==> src/rtl/mac_pkg.sv <==
// Shared RMII MAC definitions: line symbols, CRC-32 constants, FSM states, and the dibit helpers
// used by both the receive and transmit paths.
package mac_pkg;
  localparam logic [1:0]  PRE_DIBIT      = 2'b01;
  localparam logic [1:0]  SFD_DIBIT      = 2'b11;
  localparam int          MIN_DATA_BYTES = 46;
  localparam logic [31:0] CRC_POLY       = 32'hEDB8_8320;
  localparam logic [31:0] CRC_INIT       = 32'hFFFF_FFFF;
  localparam logic [31:0] CRC_RESIDUE    = 32'hDEBB_20E3;

  typedef enum logic [3:0] {
    ST_IDLE, ST_PRE, ST_DST, ST_SRC, ST_TYPE, ST_DATA, ST_FCS, ST_CHECK, ST_DROP, ST_WAIT
  } mac_state_e;

  // Reflected CRC-32 advanced by one dibit, din[0] being the earlier bit on the wire.
  function automatic logic [31:0] crc_step(input logic [31:0] c, input logic [1:0] din);
    logic [31:0] r;
    r = c;
    for (int i = 0; i < 2; i++) r = (r >> 1) ^ ((r[0] ^ din[i]) ? CRC_POLY : 32'h0);
    return r;
  endfunction

  // Dibit k of a big-endian field of nbytes bytes, each byte sent LSB dibit first.
  function automatic logic [1:0] field_dibit(input logic [47:0] f, input int nbytes, input int k);
    logic [47:0] t;
    t = f >> (8 * (nbytes - 1 - k / 4) + 2 * (k % 4));
    return t[1:0];
  endfunction
endpackage

==> src/rtl/crc32_dibit.sv <==
// Two-bit-per-cycle reflected CRC-32 register; clear has priority over enable.
module crc32_dibit
  import mac_pkg::*;
(
  input  logic        clk,
  input  logic        rst_n,
  input  logic        clear,
  input  logic        enable,
  input  logic [1:0]  din,
  output logic [31:0] crc
);
  logic [31:0] crc_q;

  always_ff @(posedge clk or negedge rst_n) begin
    if (!rst_n)      crc_q <= CRC_INIT;
    else if (clear)  crc_q <= CRC_INIT;
    else if (enable) crc_q <= crc_step(crc_q, din);
  end

  assign crc = crc_q;
endmodule

==> src/rtl/mac_rx.sv <==
// RMII receive MAC: preamble/SFD detection, destination and ethertype filtering, FCS check,
// and a fixed-length payload presented with a one-cycle valid strobe.
module mac_rx
  import mac_pkg::*;
#(
  parameter logic [47:0] FPGA_MAC             = 48'h69_69_5A_06_54_91,
  parameter logic [15:0] ETHERTYPE            = 16'h88_B5,
  parameter int          PAYLOAD_LENGTH_BYTES = 5,
  parameter int          PREAMBLE_MIN_DIBITS  = 4
) (
  input  logic                              clk,
  input  logic                              rst_n,
  input  logic                              crsdv,
  input  logic [1:0]                        rxd,
  output logic [8*PAYLOAD_LENGTH_BYTES-1:0] payload_o,
  output logic [47:0]                       src_mac_o,
  output logic                              valid_o,
  output logic                              drop_o
);
  localparam int P          = PAYLOAD_LENGTH_BYTES;
  localparam int PW         = 8 * P;
  localparam int DATA_BYTES = (P > MIN_DATA_BYTES) ? P : MIN_DATA_BYTES;
  localparam int CW         = $clog2(4 * DATA_BYTES);

  localparam logic [CW-1:0] LAST_MAC   = CW'(23);
  localparam logic [CW-1:0] LAST_TYPE  = CW'(7);
  localparam logic [CW-1:0] LAST_FCS   = CW'(15);
  localparam logic [CW-1:0] LAST_DATA  = CW'(4 * DATA_BYTES - 1);
  localparam logic [CW-1:0] PAY_DIBITS = CW'(4 * P);
  localparam logic [4:0]    PRE_MIN    = 5'(PREAMBLE_MIN_DIBITS);

  mac_state_e    state_q, state_d;
  logic [CW-1:0] cnt_q, cnt_d;
  logic [4:0]    pre_q, pre_d;
  logic          type_err_q, type_err_d;
  logic [47:0]   src_stg_q, src_stg_d, src_q, src_d;
  logic [PW-1:0] pay_stg_q, pay_stg_d, payload_q, payload_d;
  logic          valid_q, valid_d, drop_q, drop_d;
  logic          crc_clear, crc_en;
  logic [31:0]   crc, crc_nxt;
  logic [1:0]    dst_exp, type_exp;
  logic [CW-3:0] byte_idx;
  logic [1:0]    dib_idx;

  crc32_dibit u_crc (
    .clk    (clk),
    .rst_n  (rst_n),
    .clear  (crc_clear),
    .enable (crc_en),
    .din    (rxd),
    .crc    (crc)
  );

  assign crc_nxt  = crc_step(crc, rxd);
  assign dst_exp  = field_dibit(FPGA_MAC, 6, int'(cnt_q));
  assign type_exp = field_dibit({32'h0, ETHERTYPE}, 2, int'(cnt_q));
  assign byte_idx = cnt_q[CW-1:2];
  assign dib_idx  = cnt_q[1:0];

  // The good/bad verdict is taken on the last FCS dibit so the strobe and the new outputs
  // appear together during the CHECK cycle.
  always_comb begin
    state_d    = state_q;
    cnt_d      = cnt_q;
    pre_d      = pre_q;
    type_err_d = type_err_q;
    src_stg_d  = src_stg_q;
    pay_stg_d  = pay_stg_q;
    payload_d  = payload_q;
    src_d      = src_q;
    valid_d    = 1'b0;
    drop_d     = 1'b0;
    crc_clear  = 1'b0;
    crc_en     = 1'b0;
    case (state_q)
      ST_IDLE: if (crsdv && rxd == PRE_DIBIT) begin
        state_d = ST_PRE;
        pre_d   = 5'd1;
      end
      ST_PRE: begin
        if (!crsdv) state_d = ST_IDLE;
        else if (rxd == PRE_DIBIT) begin
          if (pre_q != 5'h1F) pre_d = pre_q + 5'd1;
        end else if (rxd == SFD_DIBIT && pre_q >= PRE_MIN) begin
          state_d   = ST_DST;
          cnt_d     = '0;
          crc_clear = 1'b1;
        end else begin
          state_d = ST_DROP;
          drop_d  = 1'b1;
        end
      end
      ST_DST, ST_SRC, ST_TYPE, ST_DATA, ST_FCS: begin
        if (!crsdv) begin
          state_d = ST_IDLE;
          drop_d  = 1'b1;
        end else begin
          crc_en = 1'b1;
          cnt_d  = cnt_q + 1'b1;
          case (state_q)
            ST_DST: begin
              if (rxd != dst_exp) begin
                state_d = ST_DROP;
                drop_d  = 1'b1;
              end else if (cnt_q == LAST_MAC) begin
                state_d = ST_SRC;
                cnt_d   = '0;
              end
            end
            ST_SRC: begin
              src_stg_d[8 * (5 - int'(byte_idx)) + 2 * int'(dib_idx) +: 2] = rxd;
              if (cnt_q == LAST_MAC) begin
                state_d    = ST_TYPE;
                cnt_d      = '0;
                type_err_d = 1'b0;
              end
            end
            ST_TYPE: begin
              if (cnt_q == LAST_TYPE) begin
                cnt_d = '0;
                if (type_err_q || rxd != type_exp) begin
                  state_d = ST_DROP;
                  drop_d  = 1'b1;
                end else state_d = ST_DATA;
              end else if (rxd != type_exp) type_err_d = 1'b1;
            end
            ST_DATA: begin
              // Pad bytes beyond the payload only feed the CRC.
              if (cnt_q < PAY_DIBITS)
                pay_stg_d[8 * (P - 1 - int'(byte_idx)) + 2 * int'(dib_idx) +: 2] = rxd;
              if (cnt_q == LAST_DATA) begin
                state_d = ST_FCS;
                cnt_d   = '0;
              end
            end
            ST_FCS: begin
              if (cnt_q == LAST_FCS) begin
                state_d = ST_CHECK;
                cnt_d   = '0;
                if (crc_nxt == CRC_RESIDUE) begin
                  valid_d   = 1'b1;
                  payload_d = pay_stg_q;
                  src_d     = src_stg_q;
                end else drop_d = 1'b1;
              end
            end
            default: ;
          endcase
        end
      end
      // Going straight to IDLE on a low crsdv lets a one-cycle inter-frame gap work.
      ST_CHECK, ST_DROP: state_d = crsdv ? ST_WAIT : ST_IDLE;
      ST_WAIT: if (!crsdv) state_d = ST_IDLE;
      default: state_d = ST_IDLE;
    endcase
  end

  always_ff @(posedge clk or negedge rst_n) begin
    if (!rst_n) begin
      state_q    <= ST_IDLE;
      cnt_q      <= '0;
      pre_q      <= '0;
      type_err_q <= 1'b0;
      src_stg_q  <= '0;
      pay_stg_q  <= '0;
      src_q      <= '0;
      payload_q  <= '0;
      valid_q    <= 1'b0;
      drop_q     <= 1'b0;
    end else begin
      state_q    <= state_d;
      cnt_q      <= cnt_d;
      pre_q      <= pre_d;
      type_err_q <= type_err_d;
      src_stg_q  <= src_stg_d;
      pay_stg_q  <= pay_stg_d;
      src_q      <= src_d;
      payload_q  <= payload_d;
      valid_q    <= valid_d;
      drop_q     <= drop_d;
    end
  end

  assign payload_o = payload_q;
  assign src_mac_o = src_q;
  assign valid_o   = valid_q;
  assign drop_o    = drop_q;
endmodule

==> config.mk <==
export PLATFORM = sky130hd
export DESIGN_NAME = mac_rx
export DESIGN_NICKNAME = d
export VERILOG_FILES = /design/src/rtl/mac_pkg.sv /design/src/rtl/crc32_dibit.sv /design/src/rtl/mac_rx.sv
export SDC_FILE = /design/constraint.sdc
export NUM_CORES = 1
export LEC_CHECK = 0
export BUFFER_PORTS_ARGS = -buffer_cell sky130_fd_sc_hd__buf_4
export CAP_MARGIN = 20
export CORE_MARGIN = 4
export CORE_UTILIZATION = 61
export DETAILED_ROUTE_END_ITERATION = 10
export PLACE_DENSITY = 0.82
export SYNTH_ARGS = -nofsm -noshare
export SYNTH_HDL_FRONTEND = slang
export SYNTH_SLANG_ARGS = --single-unit
export TNS_END_PERCENT = 10
==> constraint.sdc <==
create_clock -name clk -period 5.4 [get_ports clk]
set_clock_uncertainty 0.15 [all_clocks]
set_input_delay 1.35 -clock clk [delete_from_list [all_inputs] [get_ports clk]]
set_output_delay 1.35 -clock clk [all_outputs]
set_load 0.02 [all_outputs]
==> key figures, run 1 <==
Status
  – Status: complete, no violations

Finish
  – Reg area: 5750 um2
  – Share of layout cells above drive strength 1: 33.2%
  – Area Growth Syn to Fin: 14.2%
  – Cell area after layout: 13600 um2
  – Finished Core Util: 71.6%
  – Antenna cells: 0
  – Final layout net count: 1155
  – Filler Cell Count: 1336
  – Most frequent cells in the layout: dfrtp_1, mux2_2, buf_4, nand2_1, nor2_1
  – Multi-input logic area: 5820 um2
  – Commonest non-fill, non-tap cell in the layout: dfrtp_1

Place
  – HPWL after detailed placement: ~18000 um
  – DP Worst Slack: 504 ps
  – Final GP Congestion: 0.868
  – DP Area: 12800 um2
  – Port bufs: 94

Clock tree
  – Inserted Clock Buffers: 24
  – Hold_buf cts: 0
  – Clock Sinks: 228
  – Max Root-Sink Buffers: 3
  – Clock root buffer: clkbuf_16
  – Worst-Skew Late Latency: 510 ps
  – Post-CTS Setup Repair Bufs: 0
  – H-tree depth: 1
  – CTS tree: done
  – Post-cts resize count: 0
  – CTS clk-pin slew, worst paths: 60 ps

Critical path
  – Worst-path cell chain: inv_2 -> ha_1 -> nand2b_1 -> and3_1 -> or2_2 -> ha_1 -> o211ai_1 -> nand2_1 -> o21a_1 -> nor2_1 -> fa_1 -> nor3b_1 -> nand2_1 -> a2111oi_1 -> o21ai_1 -> mux2_2
  – Reg-to-Reg End: pay_stg_q[27]
  – CP required: ~5700 ps
  – R2R Path Start: cnt_q[3]
  – Crit path kind: reg -> reg
  – Setup crit end kind: flip-flop
  – Delay-heaviest family, CP: simple AND/OR/NAND/NOR gates
  – Register-to-Register Path Depth: 16
  – Critical Path AT: approximately 5200 ps
  – R2r setup slk: 500 ps
  – CP max stage delay: 710 ps
  – Crit start category: flip-flop
  – Critical path fanouts, max: 8
  – CP max stage cell: a2111oi_1
  – Buf+Inv Stages, Crit Path: 1

Min path
  – WHS Endpoint: u_crc.crc[12]
  – WHS Path Cells: 2
  – Min-Delay Startpoint: u_crc.crc[14]
  – Hold WC Path Type: reg -> reg

Floorplanning
  – Die Wd: 148 um
  – Die Area: 21800 um2
  – Die height: 148 um
  – Initial Utilization: roughly 63%
  – Num rows: 50
  – # IOs: 95
  – Core box area: between 15000 and 20000 um2

Timing
  – Fin. Hold Viols: 0
  – Setup TNS: 0 ps
  – # setup viols final: 0
  – Min Tclk post-route: 4900 ps
  – RSZ-0062 raised after global routing: false
  – Max_slew headroom: 22.3%
  – Worst slew pin tran: 1150 ps
  – Crit share post-route: approximately nine tenths
  – Hold slack: 338 ps
  – Fin. max-slew vios: 0
  – Fmax: roughly 200 MHz
  – Setup ws final: 499 ps

GRT
  – Global-route wire length before repair: 44600 um
  – Initial antenna violation count: 0
  – Largest net degree at the start of global routing: 131
  – Total Routing Usage GR: 24.7%
  – Number of global-route vias before repair: 8379
  – Grt total ovfl: 0

Detailed routing
  – First DRT Iteration DRCs: 567
  – Pre-antenna DRT Iters: 5
  – Drt total wl: 26700 um
  – DRC Markers: 0
  – Wire length per cell: 19.2 um
  – Via count: 8400
  – Number of routed nets with antenna violations: 0
  – Vias per cell: 6.03

Logic synthesis
  – Syn Area/Cell: ~12 um2
  – Flops & latches, synth: 228
  – Cell variety after synth: 90
  – Post-synth EDFFs: 0
  – Sequential area share after synthesis: 48.3%
  – Warnings from Yosys: 0
  – Synth Cell Area: 11900 um2
  – Asr flop ratio synth: 100%
  – Synth Flop Type: dfrtp_1
  – Cells after Synth: 1033
  – Syn Nets: around 1100

Power
  – Max VDD drop: 0.000324 V
  – Leak: 6.53 nW
  – P per Cell Area: 502 nW/um2

Job
  – Max_cap viols: 0
==> final cells by class <==
| class | instances | area share (%) |
|---|---|---|
| repair buffers | 115 | 6.49 |
| clock inverters | 8 | 0.387 |
| clock buffers | 33 | 5.04 |
| inverters | 20 | 0.553 |
| well taps | 260 | 2.40 |
| multi-input cells | 730 | 42.8 |
| flip-flops and latches | 228 | 42.3 |
==> registers in the layout (all words and copies together), names as in the netlist <==
| register | count |
|---|---|
| src_mac_o | 48 |
| src_stg_q | 48 |
| pay_stg_q | 40 |
| payload_o | 40 |
| u_crc.crc | 32 |
| cnt_q | 8 |
| pre_q | 5 |
| state_q | 4 |
| drop_o | 1 |
| type_err_q | 1 |
| valid_o | 1 |
==> cells by family (layout without fill, tap and decap cells) <==
logic type | count (synthesis) | in the layout | synth area share, %
AND/OR/NAND/NOR | 332 | 332 | 14.6
flip-flops | 228 | 228 | 48.3
multiplexers | 183 | 183 | 18.1
AO/OA/AOI/OAI | 135 | 135 | 8.75
buffers and inverters | 75 | 176 | 2.90
XOR/XNOR | 49 | 49 | 4.08
adder cells (fa/ha/maj) | 31 | 31 | 3.32
==> layer usage <==
layer	routed length [um]	global-route usage [%]	share of wire [%]
met5	0	0	0
met2	13000	40.7	49
met4	622	6.76	2.3
met3	1570	4.08	5.9
met1	11500	34.1	43
==> through the flow <==
| stage | power (W) | std cells |
|---|---|---|
| after floorplan | 0.00459 | 1033 |
| after global placement | 0.00518 | 1352 |
| after detailed placement | 0.00522 | 1352 |
| after CTS | 0.00681 | 1393 |
| after global routing | 0.00727 | 1394 |
| final | 0.00682 | 1394 |
==> cells in the mapped netlist (5+ instances only) <==
cell,n,area (um2)
dfrtp_1,196,4900
mux2_2,141,1590
nand2_1,110,413
nor2_1,45,169
nand3_1,43,215
dfstp_2,32,841
ha_1,30,375
xnor2_1,29,254
clkbuf_1,26,97.6
mux2_4,22,330
o21ai_1,22,110
nor3_1,20,100
o211ai_1,20,150
inv_1,19,71.3
o21ai_0,19,95.1
buf_2,18,90.1
xor2_1,17,149
or2_1,16,100
a21oi_1,15,75.1
mux2_1,13,146
nand2b_1,12,75.1
nor4_1,10,62.6
and3_1,8,50.1
nand4b_1,8,70.1
nand4_1,7,43.8
or3_1,7,43.8
and2_1,6,37.5
mux2i_1,6,60.1
a2111oi_4,5,138
nor2b_1,5,31.3
o2111ai_1,5,43.8
==> report_power, final <==
group	leakage, nW	switching, W	internal [W]
combinational	3.11	0.00193	0.00114
sequential	3.05	0.000229	0.00198
clock	0.365	0.000653	0.000883
total	6.53	0.00281	0.00401
==> tightest hold or removal path: stages, from the launching register on <==
cell and delay [ps]:
dfstp_2 370, nand2_1 50, nand3_1 60
==> worst max-delay path by stage <==
stage	start	slack, ps	end	depth (start not counted)
floorplan	cnt_q[3]	980	pay_stg_q[12]	16
global placement	cnt_q[3]	700	pay_stg_q[2]	16
detailed placement	cnt_q[3]	500	pay_stg_q[6]	16
CTS	cnt_q[3]	350	pay_stg_q[6]	16
global route	cnt_q[3]	150	pay_stg_q[27]	16
finish	cnt_q[3]	500	pay_stg_q[27]	16
No activity file was read; power rests on OpenSTA's default activity.
==> inputs of run 2 (changes only) <==
--- a/config.mk
+++ b/config.mk
@@ -5,12 +5,14 @@
 export SDC_FILE = /design/constraint.sdc
 export NUM_CORES = 1
 export LEC_CHECK = 0
+export ABC_AREA = 1
 export BUFFER_PORTS_ARGS = -buffer_cell sky130_fd_sc_hd__buf_4
 export CAP_MARGIN = 20
 export CORE_MARGIN = 4
-export CORE_UTILIZATION = 61
+export CORE_UTILIZATION = 60
 export DETAILED_ROUTE_END_ITERATION = 10
-export PLACE_DENSITY = 0.82
+export GPL_TIMING_DRIVEN = 0
+export PLACE_DENSITY = 0.81
 export SYNTH_ARGS = -nofsm -noshare
 export SYNTH_HDL_FRONTEND = slang
 export SYNTH_SLANG_ARGS = --single-unit
==> run 2 against run 1 <==
  * Register-to-register slack improved by 99 ps
  * Sequential cell count is the same
  * Highest routed layer unchanged
  * Fmax up 2.1%
  * Clock power increased by 12%
  * First-iteration DRC count up 49%
  * Core utilization shrank 0.58 points
  * Critical path depth up 8
  * Sequential power down 7%
  * Cell count grew 39%
==> key figures, run 2 <==
Status
  – Status: complete, no violations

Critical path
  – R2R Path Start: cnt_q[3]
  – Crit start category: flip-flop
  – WP depth: 24 (+8)
  – Crit path kind: reg -> reg
  – CP required: 5710 ps (+60 ps)
  – Critical path fanouts, max: 11 (+3)
  – Setup crit end kind: flip-flop
  – Delay-heaviest family, CP: simple AND/OR/NAND/NOR gates
  – CP max stage cell: dfrtp_1
  – R2r setup slk: 600 ps (+100 ps)
  – Crit path launch: cnt_q[3]
  – Critical Path End: pay_stg_q[2]
  – Critical Path AT: 5120 ps (-30 ps)
  – Reg-to-Reg End: pay_stg_q[2]
  – Buf+Inv Stages, Crit Path: 4 (+3)
  – CP max stage delay: 570 ps (-140 ps)
  – Register-to-Register Path Depth: 24 (+8)
  – Most frequent cell on the critical path: nand2_1
  – Worst-path cell chain: clkinv_1 -> ha_1 -> nand2_1 -> nand2_1 -> nand2_1 -> nand2_1 -> ha_1 -> nand3_1 -> nand2_1 -> inv_1 -> nand2_1 -> nand2_1 -> nand2_1 -> inv_1 -> fa_1 -> nor2_1 -> inv_1 -> nor2_1 -> nand3_1 -> nor3_2 -> nand3_1 -> nor2_1 -> nand2_1 -> nand2_1

Finish
  – Antenna cells: 0 (unchanged)
  – Post-Layout Cell Count: 1942 (+39%)
  – Share of layout cells above drive strength 1: 12.8% (-20 points)
  – Final layout net count: 1694 (+47%)
  – Most frequent cells in the layout: nand2_1, dfrtp_1, nor2_1, inv_1, buf_4
  – Area Growth Syn to Fin: 16.6%
  – Commonest non-fill, non-tap cell in the layout: nand2_1
  – Finished Core Util: 71.1% (-0.58 points)

Logic synthesis
  – Sequential area share after synthesis: 48.6% (+0.28 points)
  – Cell variety after synth: 44 (-51%)
  – Warnings from Yosys: 0 (unchanged)
  – Commonest cells post-synth: nand2_1, dfrtp_1, nor2_1
  – Synth Cell Area: 11800 um2 (-0.58%)
  – Asr flop ratio synth: 100% (unchanged)
  – Flops & latches, synth: 228 (unchanged)
  – Syn Area/Cell: 7.70 um2 (-33%)
  – Cell with the most instances after synthesis: nand2_1
  – Top post-synthesis cells by area: dfrtp_1, nand2_1, dfstp_2, nor2_1, inv_1
  – Syn Nets: 1571 (+47%)
  – Post-synth EDFFs: 0 (unchanged)
  – Top-area cell type share of the netlist area: 41.5% (+0.24 points)
  – Synth Flop Type: dfrtp_1
  – Area leader, netlist: dfrtp_1
  – Cells after Synth: 1535 (+49%)

Clock tree
  – Max Root-Sink Buffers: 3 (unchanged)
  – Post-CTS Setup Repair Bufs: 0 (unchanged)
  – Post-cts resize count: 0 (unchanged)
  – Hold_buf cts: 0 (unchanged)
  – Inserted Clock Buffers: 25 (+4.2%)
  – Clock root buffer: clkbuf_16
  – CTS clk-pin slew, worst paths: 60 ps (about the same)
  – Worst-Skew Late Latency: 530 ps (+20 ps)
  – Clock Sinks: 228 (unchanged)
  – H-tree depth: 1 (unchanged)
  – CTS tree: done

Floorplanning
  – Die height: 148 um (+0.51%)
  – # IOs: 95 (unchanged)
  – Initial Utilization: 61.0% (-1.8 points)
  – Num rows: 51 (+2.0%)
  – Die Wd: 148 um (+0.51%)
  – Die Area: 22000 um2 (+1.0%)
  – Core box area: 19400 um2 (+2.3%)

Place
  – Port bufs: 94 (unchanged)
  – HPWL after detailed placement: 22100 um (+26%)
  – DP Cell Count: 1896 (+40%)
  – Final GP Congestion: 0.944 (+8.8%)
  – DP Worst Slack: 754 ps (+250 ps)

GRT
  – Grt total ovfl: 0 (unchanged)
  – Largest net degree at the start of global routing: 99 (-24%)
  – Total Routing Usage GR: 27.4% (+2.8 points)
  – Initial antenna violation count: 0 (unchanged)
  – Number of global-route vias before repair: 10140 (+21%)
  – Global-route wire length before repair: 49800 um (+12%)

Timing
  – Fmax: 208 MHz (+2.1%)
  – Max_slew headroom: 50.4% (+28 points)
  – Crit share post-route: 88.9% (-1.8 points)
  – Fin. Hold Viols: 0 (unchanged)
  – Fin. max-slew vios: 0 (unchanged)
  – Hold slack: 325 ps (-12.7 ps)
  – Worst slew pin tran: 743 ps (-412 ps)
  – Setup TNS: 0 ps (unchanged)
  – # setup viols final: 0 (unchanged)
  – Min Tclk post-route: 4800 ps (-98.6 ps)
  – RSZ-0062 raised after global routing: false
  – Setup ws final: 598 ps (+98.6 ps)

Power
  – P per Cell Area: 369 nW/um2 (-26%)
  – Leak: 7.22 nW (+11%)
  – Max VDD drop: 0.000341 V (+5.2%)

Min path
  – Hold WC Path Type: reg -> reg

Detailed routing
  – DRC Markers: 0 (unchanged)
  – Pre-antenna DRT Iters: 5 (unchanged)
  – Drt total wl: 29900 um (+12%)
  – Via count: 10590 (+26%)
  – Vias per cell: 5.45 (-9.5%)
  – Wire length per cell: 15.4 um (-20%)
  – Number of routed nets with antenna violations: 0 (unchanged)
  – First DRT Iteration DRCs: 846 (+49%)

Job
  – Max_cap viols: 0 (unchanged)
-- run 2: cell count changes after synthesis, sizes merged, moves of 12 or more --
| cell | delta |
|---|---|
| xor2 | +12 |
| xnor2 | -17 |
| nand3 | +47 |
| nand2 | +508 |
| o21ai | +39 |
| inv | +110 |
| or2 | -17 |
| mux2 | -176 |
| nor2 | +87 |
| a21oi | +12 |
| nand4 | +28 |
-- run 2: cell families (layout without fill, tap and decap cells) --
| group | after synthesis | count (layout) | synth area share (%) |
|---|---|---|---|
| AO/OA/AOI/OAI | 136 | 136 | 6.42 |
| XOR/XNOR | 44 | 44 | 3.39 |
| adder cells (fa/ha/maj) | 31 | 31 | 3.34 |
| buffers and inverters | 181 | 323 | 6.49 |
| flip-flops | 228 | 228 | 48.6 |
| AND/OR/NAND/NOR | 915 | 915 | 31.8 |
-- run 2: stage by stage --
stage | instance area (um2) | total power, W
floorplan | 11800 | 0.00300
global placement | 12900 | 0.00332
detailed placement | 12900 | 0.00336
CTS | 13800 | 0.00510
global route | 13800 | 0.00536
finish | 13800 | 0.00509
-- run 2: how the worst min path moves through the flow --
stage             startpoint             to  slack [ps]  cells past startpoint
2_1_floorplan  pay_stg_q[12]  pay_stg_q[12]         290                      2
3_3_place_gp   pay_stg_q[25]  payload_o[25]         300                      2
3_5_place_dp    pay_stg_q[7]   payload_o[7]         310                      2
4_1_cts         pay_stg_q[7]   payload_o[7]         330                      2
5_1_grt        payload_o[31]  payload_o[31]         350                      2
6_report        pay_stg_q[6]   payload_o[6]         330                      2
-- run 2: worst register-to-register path, delay by kind of cell, from the launching register on --
| family | cells | cell delay (ps) |
|---|---|---|
| flip-flops | 1 | 570 |
| adder cells (fa/ha/maj) | 3 | 1150 |
| buffers and inverters | 4 | 610 |
| AND/OR/NAND/NOR | 17 | 2260 |
-- run 2: layout make-up --
cell class / instances / area [um2]
flip-flops and latches: 228 / 5750
well taps: 265 / 332
fillers: 1587 / 5610
repair buffers: 96 / 768
plain buffers: 48 / 268
inverters: 133 / 499
multi-input cells: 1126 / 5310
clock buffers: 39 / 779
clock inverters: 7 / 81.3
-- run 2: power breakdown --
group | total [W] | switching [W] | internal, W
Clock | 0.00172 | 0.000679 | 0.00105
Combinational | 0.00130 | 0.000901 | 0.000400
Sequential | 0.00206 | 0.000120 | 0.00194
-- run 2: metal layers --
layer	GRT usage, %	up-vias	part of all wire, %
li1	-	5142	-
met1	40.0	5008	45
met2	43.5	376	46
met3	4.60	64	6.8
met4	7.02	0	2.3
met5	0	-	0
